File: src/rtl/dot_product_operand_feeder_if.sv
// Bundle of host load/command/result channels and the dot-product unit channel
// seen by the operand feeder, plus its debug state.
interface dot_product_operand_feeder_if #(
  parameter int DATA_WIDTH = 16,
  parameter int NUM_UNITS  = 4,
  parameter int MAX_LEN    = 8
);
  localparam int LEN_W = $clog2(MAX_LEN + 1);
  localparam int VW    = NUM_UNITS * DATA_WIDTH;

  // Handshakes: a transfer happens on a clock edge where valid && ready are both
  // high; valid never depends on ready, and offered data stays stable until taken.
  logic                 load_valid;
  logic                 load_ready;
  logic [VW-1:0]        load_a;
  logic [VW-1:0]        load_b;
  logic                 load_clear;
  logic [LEN_W-1:0]     fill_count;

  logic                 cmd_go;
  logic [LEN_W-1:0]     cmd_length;
  logic [NUM_UNITS-1:0] cmd_active_units;
  logic [VW-1:0]        cmd_bias;
  logic                 busy;
  logic                 err;
  logic [1:0]           err_code;

  logic                 dpu_clear;
  logic                 dpu_start;
  logic [LEN_W-1:0]     dpu_length;
  logic [NUM_UNITS-1:0] dpu_active_units;
  logic [VW-1:0]        dpu_a;
  logic [VW-1:0]        dpu_b;
  logic [VW-1:0]        dpu_bias;
  logic [NUM_UNITS-1:0] dpu_array_done;
  logic                 dpu_done;
  logic [VW-1:0]        dpu_relu_out;

  logic                 res_valid;
  logic                 res_ready;
  logic [VW-1:0]        res_data;

  logic [2:0]           dbg_state;

  // Environment side: host plus the dot-product unit.
  modport master (
    output load_valid, load_a, load_b, load_clear,
    output cmd_go, cmd_length, cmd_active_units, cmd_bias,
    output dpu_array_done, dpu_done, dpu_relu_out, res_ready,
    input  load_ready, fill_count, busy, err, err_code,
    input  dpu_clear, dpu_start, dpu_length, dpu_active_units, dpu_a, dpu_b, dpu_bias,
    input  res_valid, res_data, dbg_state
  );

  // Feeder side.
  modport slave (
    input  load_valid, load_a, load_b, load_clear,
    input  cmd_go, cmd_length, cmd_active_units, cmd_bias,
    input  dpu_array_done, dpu_done, dpu_relu_out, res_ready,
    output load_ready, fill_count, busy, err, err_code,
    output dpu_clear, dpu_start, dpu_length, dpu_active_units, dpu_a, dpu_b, dpu_bias,
    output res_valid, res_data, dbg_state
  );
endinterface

File: src/rtl/dot_product_operand_feeder.sv
// Buffers operand pairs, sequences a dot-product job pass by pass, and holds the
// final ReLU vector for the host; a watchdog aborts a stalled job.
module dot_product_operand_feeder #(
  parameter int DATA_WIDTH = 16,
  parameter int NUM_UNITS  = 4,
  parameter int MAX_LEN    = 8,
  parameter int TIMEOUT    = 1024
) (
  input logic clk,
  input logic reset,
  dot_product_operand_feeder_if.slave bus
);
  localparam int LEN_W = $clog2(MAX_LEN + 1);
  localparam int IDX_W = (MAX_LEN > 1) ? $clog2(MAX_LEN) : 1;
  localparam int VW    = NUM_UNITS * DATA_WIDTH;
  localparam int TW    = $clog2(TIMEOUT + 1);

  typedef enum logic [2:0] {
    S_IDLE  = 3'd0,
    S_CLEAR = 3'd1,
    S_KICK  = 3'd2,
    S_FEED  = 3'd3,
    S_HOLD  = 3'd4
  } state_t;

  state_t               state;
  logic [VW-1:0]        a_mem [MAX_LEN];
  logic [VW-1:0]        b_mem [MAX_LEN];
  logic [LEN_W-1:0]     fill_count;
  logic [LEN_W-1:0]     index;
  logic [TW-1:0]        timer;

  logic                 dpu_clear_r;
  logic                 dpu_start_r;
  logic [LEN_W-1:0]     dpu_length_r;
  logic [NUM_UNITS-1:0] dpu_units_r;
  logic [VW-1:0]        dpu_a_r;
  logic [VW-1:0]        dpu_b_r;
  logic [VW-1:0]        dpu_bias_r;
  logic                 res_valid_r;
  logic [VW-1:0]        res_data_r;
  logic                 err_r;
  logic [1:0]           err_code_r;

  logic                 load_ready_int;
  logic                 load_fire;
  logic                 pass_done;
  logic                 cmd_bad;
  logic [LEN_W-1:0]     index_inc;
  logic [LEN_W-1:0]     feed_idx;

  always_comb begin
    load_ready_int = (state == S_IDLE) && (fill_count < LEN_W'(MAX_LEN));
    load_fire      = bus.load_valid && load_ready_int && !bus.load_clear;
    pass_done      = |bus.dpu_array_done;
    cmd_bad        = (bus.cmd_length == '0) || (bus.cmd_length > fill_count);
    index_inc      = index + LEN_W'(1);
    // The last pass's array_done leaves the index on the final pair.
    feed_idx       = (pass_done && (index_inc < dpu_length_r)) ? index_inc : index;
  end

  // Buffer contents need no reset; fill_count says what is valid.
  always_ff @(posedge clk) begin
    if (load_fire) begin
      a_mem[fill_count[IDX_W-1:0]] <= bus.load_a;
      b_mem[fill_count[IDX_W-1:0]] <= bus.load_b;
    end
  end

  always_ff @(posedge clk) begin
    if (reset) begin
      state        <= S_IDLE;
      fill_count   <= '0;
      index        <= '0;
      timer        <= '0;
      dpu_clear_r  <= 1'b0;
      dpu_start_r  <= 1'b0;
      dpu_length_r <= '0;
      dpu_units_r  <= '0;
      dpu_a_r      <= '0;
      dpu_b_r      <= '0;
      dpu_bias_r   <= '0;
      res_valid_r  <= 1'b0;
      res_data_r   <= '0;
      err_r        <= 1'b0;
      err_code_r   <= 2'd0;
    end else begin
      err_r       <= 1'b0;
      dpu_clear_r <= 1'b0;
      dpu_start_r <= 1'b0;
      case (state)
        S_IDLE: begin
          timer <= '0;
          if (bus.load_clear) begin
            fill_count <= '0;
          end else if (load_fire) begin
            fill_count <= fill_count + LEN_W'(1);
          end
          if (bus.cmd_go) begin
            if (cmd_bad) begin
              err_r      <= 1'b1;
              err_code_r <= 2'd1;
            end else begin
              dpu_length_r <= bus.cmd_length;
              dpu_units_r  <= bus.cmd_active_units;
              dpu_bias_r   <= bus.cmd_bias;
              index        <= '0;
              dpu_clear_r  <= 1'b1;
              state        <= S_CLEAR;
            end
          end
        end
        S_CLEAR: begin
          dpu_start_r <= 1'b1;
          dpu_a_r     <= a_mem[0];
          dpu_b_r     <= b_mem[0];
          state       <= S_KICK;
        end
        S_KICK: begin
          state <= S_FEED;
        end
        S_FEED: begin
          // dpu_done outranks a coincident array_done.
          if (bus.dpu_done) begin
            res_data_r  <= bus.dpu_relu_out;
            res_valid_r <= 1'b1;
            timer       <= '0;
            state       <= S_HOLD;
          end else if (pass_done) begin
            timer   <= '0;
            index   <= feed_idx;
            dpu_a_r <= a_mem[feed_idx[IDX_W-1:0]];
            dpu_b_r <= b_mem[feed_idx[IDX_W-1:0]];
          end else if (timer == TW'(TIMEOUT - 1)) begin
            timer       <= '0;
            err_r       <= 1'b1;
            err_code_r  <= 2'd2;
            dpu_clear_r <= 1'b1;
            state       <= S_IDLE;
          end else begin
            timer <= timer + TW'(1);
          end
        end
        S_HOLD: begin
          if (bus.res_ready) begin
            res_valid_r <= 1'b0;
            state       <= S_IDLE;
          end
        end
        default: state <= S_IDLE;
      endcase
    end
  end

  assign bus.load_ready       = load_ready_int;
  assign bus.fill_count       = fill_count;
  assign bus.busy             = (state != S_IDLE);
  assign bus.err              = err_r;
  assign bus.err_code         = err_code_r;
  assign bus.dpu_clear        = dpu_clear_r;
  assign bus.dpu_start        = dpu_start_r;
  assign bus.dpu_length       = dpu_length_r;
  assign bus.dpu_active_units = dpu_units_r;
  assign bus.dpu_a            = dpu_a_r;
  assign bus.dpu_b            = dpu_b_r;
  assign bus.dpu_bias         = dpu_bias_r;
  assign bus.res_valid        = res_valid_r;
  assign bus.res_data         = res_data_r;
  assign bus.dbg_state        = state;
endmodule
File: src/flat_wrapper.sv
// flat-port wrapper written by rule: the top's interface ports become plain ports
module dot_product_operand_feeder_flat 
#(
  parameter int DATA_WIDTH = 16,
  parameter int NUM_UNITS  = 4,
  parameter int MAX_LEN    = 8,
  parameter int TIMEOUT    = 1024
)
  (clk, reset, bus_load_valid, bus_load_a, bus_load_b, bus_load_clear, bus_cmd_go, bus_cmd_length, bus_cmd_active_units, bus_cmd_bias, bus_dpu_array_done, bus_dpu_done, bus_dpu_relu_out, bus_res_ready, bus_load_ready, bus_fill_count, bus_busy, bus_err, bus_err_code, bus_dpu_clear, bus_dpu_start, bus_dpu_length, bus_dpu_active_units, bus_dpu_a, bus_dpu_b, bus_dpu_bias, bus_res_valid, bus_res_data, bus_dbg_state);
  dot_product_operand_feeder_if #(.DATA_WIDTH(DATA_WIDTH), .NUM_UNITS(NUM_UNITS), .MAX_LEN(MAX_LEN)) bus_i ();
  input logic clk;
  input logic reset;
  input wire logic [$bits(bus_i.load_valid)-1:0] bus_load_valid;
  input wire logic [$bits(bus_i.load_a)-1:0] bus_load_a;
  input wire logic [$bits(bus_i.load_b)-1:0] bus_load_b;
  input wire logic [$bits(bus_i.load_clear)-1:0] bus_load_clear;
  input wire logic [$bits(bus_i.cmd_go)-1:0] bus_cmd_go;
  input wire logic [$bits(bus_i.cmd_length)-1:0] bus_cmd_length;
  input wire logic [$bits(bus_i.cmd_active_units)-1:0] bus_cmd_active_units;
  input wire logic [$bits(bus_i.cmd_bias)-1:0] bus_cmd_bias;
  input wire logic [$bits(bus_i.dpu_array_done)-1:0] bus_dpu_array_done;
  input wire logic [$bits(bus_i.dpu_done)-1:0] bus_dpu_done;
  input wire logic [$bits(bus_i.dpu_relu_out)-1:0] bus_dpu_relu_out;
  input wire logic [$bits(bus_i.res_ready)-1:0] bus_res_ready;
  output wire logic [$bits(bus_i.load_ready)-1:0] bus_load_ready;
  output wire logic [$bits(bus_i.fill_count)-1:0] bus_fill_count;
  output wire logic [$bits(bus_i.busy)-1:0] bus_busy;
  output wire logic [$bits(bus_i.err)-1:0] bus_err;
  output wire logic [$bits(bus_i.err_code)-1:0] bus_err_code;
  output wire logic [$bits(bus_i.dpu_clear)-1:0] bus_dpu_clear;
  output wire logic [$bits(bus_i.dpu_start)-1:0] bus_dpu_start;
  output wire logic [$bits(bus_i.dpu_length)-1:0] bus_dpu_length;
  output wire logic [$bits(bus_i.dpu_active_units)-1:0] bus_dpu_active_units;
  output wire logic [$bits(bus_i.dpu_a)-1:0] bus_dpu_a;
  output wire logic [$bits(bus_i.dpu_b)-1:0] bus_dpu_b;
  output wire logic [$bits(bus_i.dpu_bias)-1:0] bus_dpu_bias;
  output wire logic [$bits(bus_i.res_valid)-1:0] bus_res_valid;
  output wire logic [$bits(bus_i.res_data)-1:0] bus_res_data;
  output wire logic [$bits(bus_i.dbg_state)-1:0] bus_dbg_state;
  assign bus_i.load_valid = bus_load_valid;
  assign bus_i.load_a = bus_load_a;
  assign bus_i.load_b = bus_load_b;
  assign bus_i.load_clear = bus_load_clear;
  assign bus_i.cmd_go = bus_cmd_go;
  assign bus_i.cmd_length = bus_cmd_length;
  assign bus_i.cmd_active_units = bus_cmd_active_units;
  assign bus_i.cmd_bias = bus_cmd_bias;
  assign bus_i.dpu_array_done = bus_dpu_array_done;
  assign bus_i.dpu_done = bus_dpu_done;
  assign bus_i.dpu_relu_out = bus_dpu_relu_out;
  assign bus_i.res_ready = bus_res_ready;
  assign bus_load_ready = bus_i.load_ready;
  assign bus_fill_count = bus_i.fill_count;
  assign bus_busy = bus_i.busy;
  assign bus_err = bus_i.err;
  assign bus_err_code = bus_i.err_code;
  assign bus_dpu_clear = bus_i.dpu_clear;
  assign bus_dpu_start = bus_i.dpu_start;
  assign bus_dpu_length = bus_i.dpu_length;
  assign bus_dpu_active_units = bus_i.dpu_active_units;
  assign bus_dpu_a = bus_i.dpu_a;
  assign bus_dpu_b = bus_i.dpu_b;
  assign bus_dpu_bias = bus_i.dpu_bias;
  assign bus_res_valid = bus_i.res_valid;
  assign bus_res_data = bus_i.res_data;
  assign bus_dbg_state = bus_i.dbg_state;
  dot_product_operand_feeder #(.DATA_WIDTH(DATA_WIDTH), .NUM_UNITS(NUM_UNITS), .MAX_LEN(MAX_LEN), .TIMEOUT(TIMEOUT)) u_core (.clk(clk), .reset(reset), .bus(bus_i));
endmodule
File: config.mk
export PLATFORM = sky130hd
export DESIGN_NAME = dot_product_operand_feeder_flat
export DESIGN_NICKNAME = d
export VERILOG_FILES = /design/src/rtl/dot_product_operand_feeder_if.sv /design/src/rtl/dot_product_operand_feeder.sv /design/src/flat_wrapper.sv
export SDC_FILE = /design/constraint.sdc
export NUM_CORES = 2
export LEC_CHECK = 0
export ABC_AREA = 1
export CORE_MARGIN = 5
export CORE_UTILIZATION = 41
export CTS_BUF_LIST = sky130_fd_sc_hd__clkbuf_16
export DETAILED_ROUTE_END_ITERATION = 10
export PLACE_DENSITY = 0.66
export SYNTH_ARGS = -nofsm -noshare
export SYNTH_HDL_FRONTEND = slang
export SYNTH_SLANG_ARGS = --single-unit
File: constraint.sdc
create_clock -name clk -period 12.7 [get_ports clk]
set_input_delay 2.54 -clock clk [delete_from_list [all_inputs] [get_ports clk]]
set_output_delay 2.54 -clock clk [all_outputs]
set_load 0.02 [all_outputs]
Word level (Yosys, flattened, before mapping)
Memories as Yosys holds them, arrays and structs flattened.
Cells that the tools add are included.

storage, ports and cells
  flip-flop bits (word level) = 292
  input bits = 275
  output and inout bits = 279
  bits in latches = 0
  ROM bits = 0
  logic and storage cells = 111
  memories kept = 2
  memory bits (writable) = 1,024

cells by class
  div/mod/pow operators = 0
  reduce and logical (&&, ||, !) cells = 23
  bitwise operators = 1
  shifts and indexed selects = 0
  mux-type cells = 46
  $mul = 0
  order comparisons = 3
  eq/ne operators = 17
  $add $sub $neg = 3

memory list
  memory        words  width  rd ports  clocked after memory_dff  write ports  line                              text
  u_core.a_mem  8      64     2         0                         1            dot_product_operand_feeder.sv:27  logic [VW-1:0] a_mem [MAX_LEN];
  u_core.b_mem  8      64     2         0                         1            dot_product_operand_feeder.sv:28  logic [VW-1:0] b_mem [MAX_LEN];

operator list
  kind                     count
  $mux W64                 4
  $pmux W64 S2             2
  $mux W11                 3
  $mux W4                  7
  $pmux W11 S2             1
  $mux W3                  6
  $pmux W3 S5              1
  $mux W1                  12
  $ne A2 B2 Y1 const B     6
  $reduce_and A6 Y1        2
  $add A11 B1 Y11 const B  1
  $eq A11 B10 Y1 const B   1
  $mux W2                  5
  $reduce_and A5 Y1        2
  $reduce_and A3 Y1        3
  $add A4 B1 Y4 const B    2
  $ne A2 B1 Y1 const B     4
  $pmux W4 S2              1
  $reduce_bool A2 Y1       4
  $eq A3 B2 Y1 const B     2
  $pmux W1 S2              3
  $gt A4 B4 Y1             1
  $logic_and A1 B1 Y1      4
  $logic_not A4 Y1         1
  other kinds (14)         15

Longest topological paths before layout
An unclocked memory read counts as a cell.

  word-level depth = 8
  mapped depth = 19
  mapped depth without buffers = 17

Worst setup path before layout
Ideal clock, no wire load.

  kind = input to register
  start point = input bus_load_valid
  end point = memory u_core.a_mem[3][0] (netlist bit), enable pin
  data required time = 11.928 ns
  stages on the path = 4
  library setup time = 0.772 ns
  data arrival time = 11.483 ns
  setup slack = 0.445 ns
  path buffers = 0
  cell sequence = nand2_1 -> nor2_1 -> nand2_1 -> nor3_1

between the ends
  word-level cells in the longest chain between the ends = 4

ends and longest elaborated chain
  what                              line                              text
  start: declaration                flat_wrapper.sv:13                input wire logic [$bits(bus_i.load_valid)-1:0] bus_load_valid;
  $logic_and A1 B1 Y1 (2 in a row)  dot_product_operand_feeder.sv:54  load_fire = bus.load_valid && load_ready_int && !bus.load_clear;
  $mux W1                           dot_product_operand_feeder.sv:64  if (load_fire) begin
  $mux W1 (implied by the code)     dot_product_operand_feeder.sv:65  a_mem[fill_count[IDX_W-1:0]] <= bus.load_a;
  end: declaration                  dot_product_operand_feeder.sv:27

No other way between the ends.

Final worst setup path
  start point = input bus_dpu_array_done[1]
  end point = register u_core.dpu_a_r[39], in the netlist u_core.bus.dpu_a[39]

between the ends
  word-level cells in the longest chain between the ends = 7
  elaborated cells on any way between the ends = 9
  those cells by class = 1 x eq/ne; 4 x mux; 3 x reduce/logical; 1 x memory

ends and longest elaborated chain
  what                    line                               text
  start: declaration      flat_wrapper.sv:21                 input wire logic [$bits(bus_i.dpu_array_done)-1:0] bus_dpu_array_done;
  $reduce_or A4 Y1 (*)    dot_product_operand_feeder.sv:55   pass_done = |bus.dpu_array_done;
  $logic_and A1 B1 Y1     dot_product_operand_feeder.sv:59   feed_idx = (pass_done && (index_inc < dpu_length_r)) ? index_inc : index;
  $mux W4                 dot_product_operand_feeder.sv:59
  $mem_v2 Z8 W64          --
  $mux W64                dot_product_operand_feeder.sv:129  end else if (pass_done) begin
  $mux W64                dot_product_operand_feeder.sv:124  if (bus.dpu_done) begin
  $pmux W64 S2            dot_product_operand_feeder.sv:91   case (state)
  end signal: assignment  dot_product_operand_feeder.sv:115  dpu_a_r <= a_mem[0];
  end signal: assignment  dot_product_operand_feeder.sv:132  dpu_a_r <= a_mem[feed_idx[IDX_W-1:0]];
  end: declaration        dot_product_operand_feeder.sv:37   logic [VW-1:0] dpu_a_r;

Every way passes the cells marked *; elsewhere a longest branch is shown, timed or not. The select of a mux whose other input is x is not followed.
A chain may end at the register's enable or synchronous reset.

==> out/summary.txt <==
Result of the run = finished, final reports clean
Average cell area after synthesis = 9.50 µm²
Post-CTS Repair Setup Buffers = 0
Relative area change from synthesis to final layout = 19.6%
Net count of the finished layout = 6694
Drc violations = 0
Remaining global-route overflow = 0
Number of slew-limit violations in the final report = 0
Cells on Worst Hold Path = 2
Type of element launching the critical path = input port
Via density per instance = 5.11
GR met3 Demand/Resource = 4.38%
Number of flops mapped to enable cells by yosys = 1024
Share of flip-flops with an asynchronous set or reset after synthesis = 0%
Wire length per cell after detailed routing = 20.4 µm
Net count after synthesis = 6289
Vias in the first global route = 41.4k
Finished Cell Area = 0.0682 mm²
Global routing's busiest layer = met2
Library cell contributing the largest single delay on the critical path = sky130_fd_sc_hd__buf_4
Timing-limited maximum frequency = 155 MHz
Top cell type's share of synthesized area = 53.9%
Critical Path Sink Type = register
Dominant delay contributor by cell family on the critical path = simple AND/OR/NAND/NOR gates
Detailed-placement wirelength estimate = 91700 µm
Post-cts gate resize count = 0
Synth cell types = 39
Start-to-end type of the worst setup path = input port to register
Hold Path Class = register to register
Slew at the pin closest to its max-slew limit = 1.22 ns
Slowest cell delay on critical path = 0.90 ns
Detailed Route Iter0 Violations = 3716
Overall power = 13.4 mW
Mapped cell area = 0.0570 mm²
Most used standard cell by instance count after synthesis = sky130_fd_sc_hd__nand2_1
Number of antenna violations at the first check in global routing = 20
FF-to-FF setup slack = 7.14 ns
Share of final-layout standard cells stronger than drive strength 1 = 4.23%
H-tree depth reported by CTS = 4
Worst Hold Slack = 0.444 ns
Die area = 0.147 mm²
CTS Hold Bufs = 0
Static leakage = 28.5 nW
Worst slew slack as a fraction of its limit = 18.4%
Top Ports = 554
CTS tree = yes
Power density relative to cell area = 197 mW/mm²
Number of max-capacitance violations reported = 0
Number of filler cells placed in the layout = 12.5k
Number of warnings reported in the yosys synthesis log = 0
Global-route wire length before repair = 254000 µm
Final cycle utilization of the critical path = 50.9%
Count of state elements after synthesis = 1316
Total Negative Setup Slacks = 0 ns
Clock skew after layout = 0.0342 ns
Effective utilization at floorplan = 41.4%
Clk Latency, worst-skew pair = 0.77 ns
Synth area leader = sky130_fd_sc_hd__edfxtp_1
Register-to-Register Path Depth = 17
Placed cell areas = 0.0636 mm²
Share of synthesized area occupied by flip-flops and latches = 64.2%
Endpoint required time on the critical path = 13.35 ns
RSZ-0062 raised after global routing = no
Origin of the worst min-delay path = u_core.bus.dpu_bias[16]
Source of the worst register-to-register timing path = u_core.index[0]
IO Port Bufs = 553
Clock sink count = 1316
Placeable core area = 0.138 mm²
Time the final worst path needs with I/O delays and setup = 6.47 ns
Critical-path maximum fanout = 87
Clock transition at path regs = 0.06 ns
Final count of hold timing violations = 0
DIE WIDTH = 383 µm
Crit-path cells = clkdlybuf4s50_1, nor2_1, a21oi_4, nand3_4, nand2_8, buf_4, buf_4, nand2_1, nand3_1, nand2_1, nand2_1, nand2_1, nor2_1, nor2_1
Gp weighted congestion = 0.919
Number of vias after detailed routing = 42.6k
Maximum number of buffers from clock root to sink = 3
Worst vdd rail ir drop = 0.000267 V
Met1 usage in global routing = 27.8%
Cells taking the most area after synthesis = sky130_fd_sc_hd__edfxtp_1, sky130_fd_sc_hd__dfxtp_1, sky130_fd_sc_hd__nand2_1
Standard-cell rows = 136
First drt pass iteration count = 6
Arrival time of data at the critical path endpoint = 7.12 ns
Capture point of the worst reg-to-reg path = u_core.bus.dpu_a[39]
Most used cell along the critical path = sky130_fd_sc_hd__nand2_1
Num CTS Buffers = 146
Leading cell types by count after synthesis = sky130_fd_sc_hd__nand2_1, sky130_fd_sc_hd__edfxtp_1, sky130_fd_sc_hd__inv_1
Met2 usage in global routing = 39.1%
Final routed wirelength across all metal layers = 170000 µm
Maximum number of pins on one net before global-route repair = 169
Prevailing post-synth register cell = sky130_fd_sc_hd__edfxtp_1
Antenna viol nets, final = 0
Number of cells produced by synthesis = 6004
Worst Hold Path EP = u_core.bus.dpu_bias[16]
Buffers & Inverters on Critical Path = 3
Clock root cell = sky130_fd_sc_hd__clkbuf_16
Final Util = 49.5%
Die height = 383 µm
Global-route usage over all layers = 22.6%
Total setup violations reported at the end of the flow = 0
Origin of the worst setup path = bus_dpu_array_done[1]
==> worst max path at each step <==
stage / to / slack, ns / cells after the start
final: u_core.bus.dpu_a[39] / 6.23 / 14
after global routing: u_core.bus.dpu_a[18] / 5.93 / 14
after CTS: u_core.bus.dpu_a[39] / 6.21 / 14
after detailed placement: u_core.bus.dpu_a[39] / 5.40 / 14
after global placement: u_core.bus.dpu_a[37] / 5.45 / 14
after floorplan: u_core.a_mem[3][0] / 0.45 / 4
==> sequential cells by signal, summed over array words and instances (netlist names), 3 cells and up <==
| signal | cells |
|---|---|
| u_core.bus.dpu_b | 64 |
| u_core.bus.dpu_a | 64 |
| u_core.bus.dbg_state | 3 |
| u_core.index | 4 |
| u_core.timer | 11 |
| u_core.bus.res_data | 64 |
| u_core.bus.dpu_bias | 64 |
| u_core.a_mem | 512 |
| u_core.b_mem | 512 |
| u_core.bus.fill_count | 4 |
| u_core.bus.dpu_active_units | 4 |
| u_core.bus.dpu_length | 4 |
==> placed cells by master (no fill, tap or decap), types with 5 or more instances in the layout <==
cell                              count
sky130_fd_sc_hd__a21oi_1             95
sky130_fd_sc_hd__buf_12               5
sky130_fd_sc_hd__buf_4               51
sky130_fd_sc_hd__bufinv_16            7
sky130_fd_sc_hd__clkbuf_16          150
sky130_fd_sc_hd__clkdlybuf4s50_1    553
sky130_fd_sc_hd__clkinv_1            26
sky130_fd_sc_hd__clkinv_2            14
sky130_fd_sc_hd__clkinv_8             5
sky130_fd_sc_hd__dfxtp_1            292
sky130_fd_sc_hd__diode_2             16
sky130_fd_sc_hd__edfxtp_1          1024
sky130_fd_sc_hd__ha_1                10
sky130_fd_sc_hd__inv_1             1058
sky130_fd_sc_hd__inv_6                6
sky130_fd_sc_hd__nand2_1           1460
sky130_fd_sc_hd__nand2_8              6
sky130_fd_sc_hd__nand3_1            898
sky130_fd_sc_hd__nand3b_1           129
sky130_fd_sc_hd__nor2_1             407
sky130_fd_sc_hd__nor2_4               6
sky130_fd_sc_hd__nor3_1               7
sky130_fd_sc_hd__o21ai_0            276
==> worst reg2reg max path, stage by stage, from the launching register on <==
cell and delay, ns:
sky130_fd_sc_hd__dfxtp_1 0.57, sky130_fd_sc_hd__nand3_1 0.16, sky130_fd_sc_hd__xor2_1 0.22, sky130_fd_sc_hd__ha_1 0.28, sky130_fd_sc_hd__nand2_1 0.07, sky130_fd_sc_hd__nand2_1 0.12, sky130_fd_sc_hd__a21oi_4 0.34, sky130_fd_sc_hd__nand3_4 0.62
sky130_fd_sc_hd__nand2_8 0.81, sky130_fd_sc_hd__buf_4 0.64, sky130_fd_sc_hd__buf_4 0.90, sky130_fd_sc_hd__nand2_1 0.20, sky130_fd_sc_hd__nand3_1 0.15, sky130_fd_sc_hd__nand2_1 0.07, sky130_fd_sc_hd__nand2_1 0.06, sky130_fd_sc_hd__nand2_1 0.06
sky130_fd_sc_hd__nor2_1 0.12, sky130_fd_sc_hd__nor2_1 0.04
==> report_power, final <==
group / leakage [nW] / switching [mW] / internal [mW]
Sequential: 11.6 / 0.109 / 4.81
Clock: 2.39 / 1.71 / 2.28
Combinational: 14.5 / 3.16 / 1.37
==> per-layer routing <==
| metal | vias up | part of all wire, % | wire [µm] |
|---|---|---|---|
| met2 | 1665 | 49 | 83000 |
| met5 | - | 0.042 | 71 |
| met1 | 20400 | 40 | 68100 |
| met3 | 333 | 7.5 | 12700 |
| li1 | 20200 | - | - |
| met4 | 12 | 3.4 | 5820 |
==> area by class of cell <==
| type | instances | area, µm² | share of cell area (%) |
|---|---|---|---|
| repair buffers | 609 | 6020 | 8.83 |
| well taps | 1794 | 2240 | 3.29 |
| multi-input cells | 3324 | 15000 | 21.9 |
| diodes | 16 | 40.0 | 0.0587 |
| clock inverters | 115 | 772 | 1.13 |
| inverters | 1012 | 3810 | 5.58 |
| flip-flops and latches | 1316 | 36600 | 53.7 |
| clock buffers | 150 | 3750 | 5.50 |
==> through the flow <==
stage,cells,setup slack [ns]
after detailed placement,8055,5.40
after global routing,8328,5.93
final,8336,6.23
after floorplan,6004,0.445
after CTS,8320,6.21
after global placement,8055,5.45
==> kinds of logic after synthesis <==
kind of cell / after synthesis / share of synthesized area (%)
and+or+nand+nor: 2929 / 22.3
buffers and inverters: 1364 / 9.83
DFF: 1316 / 64.2
AOI/OAI and AO/OA: 382 / 3.43
adders and majority gates: 10 / 0.219
xor gates and xnor gates: 3 / 0.0461
No activity file was read; power rests on OpenSTA's default activity.
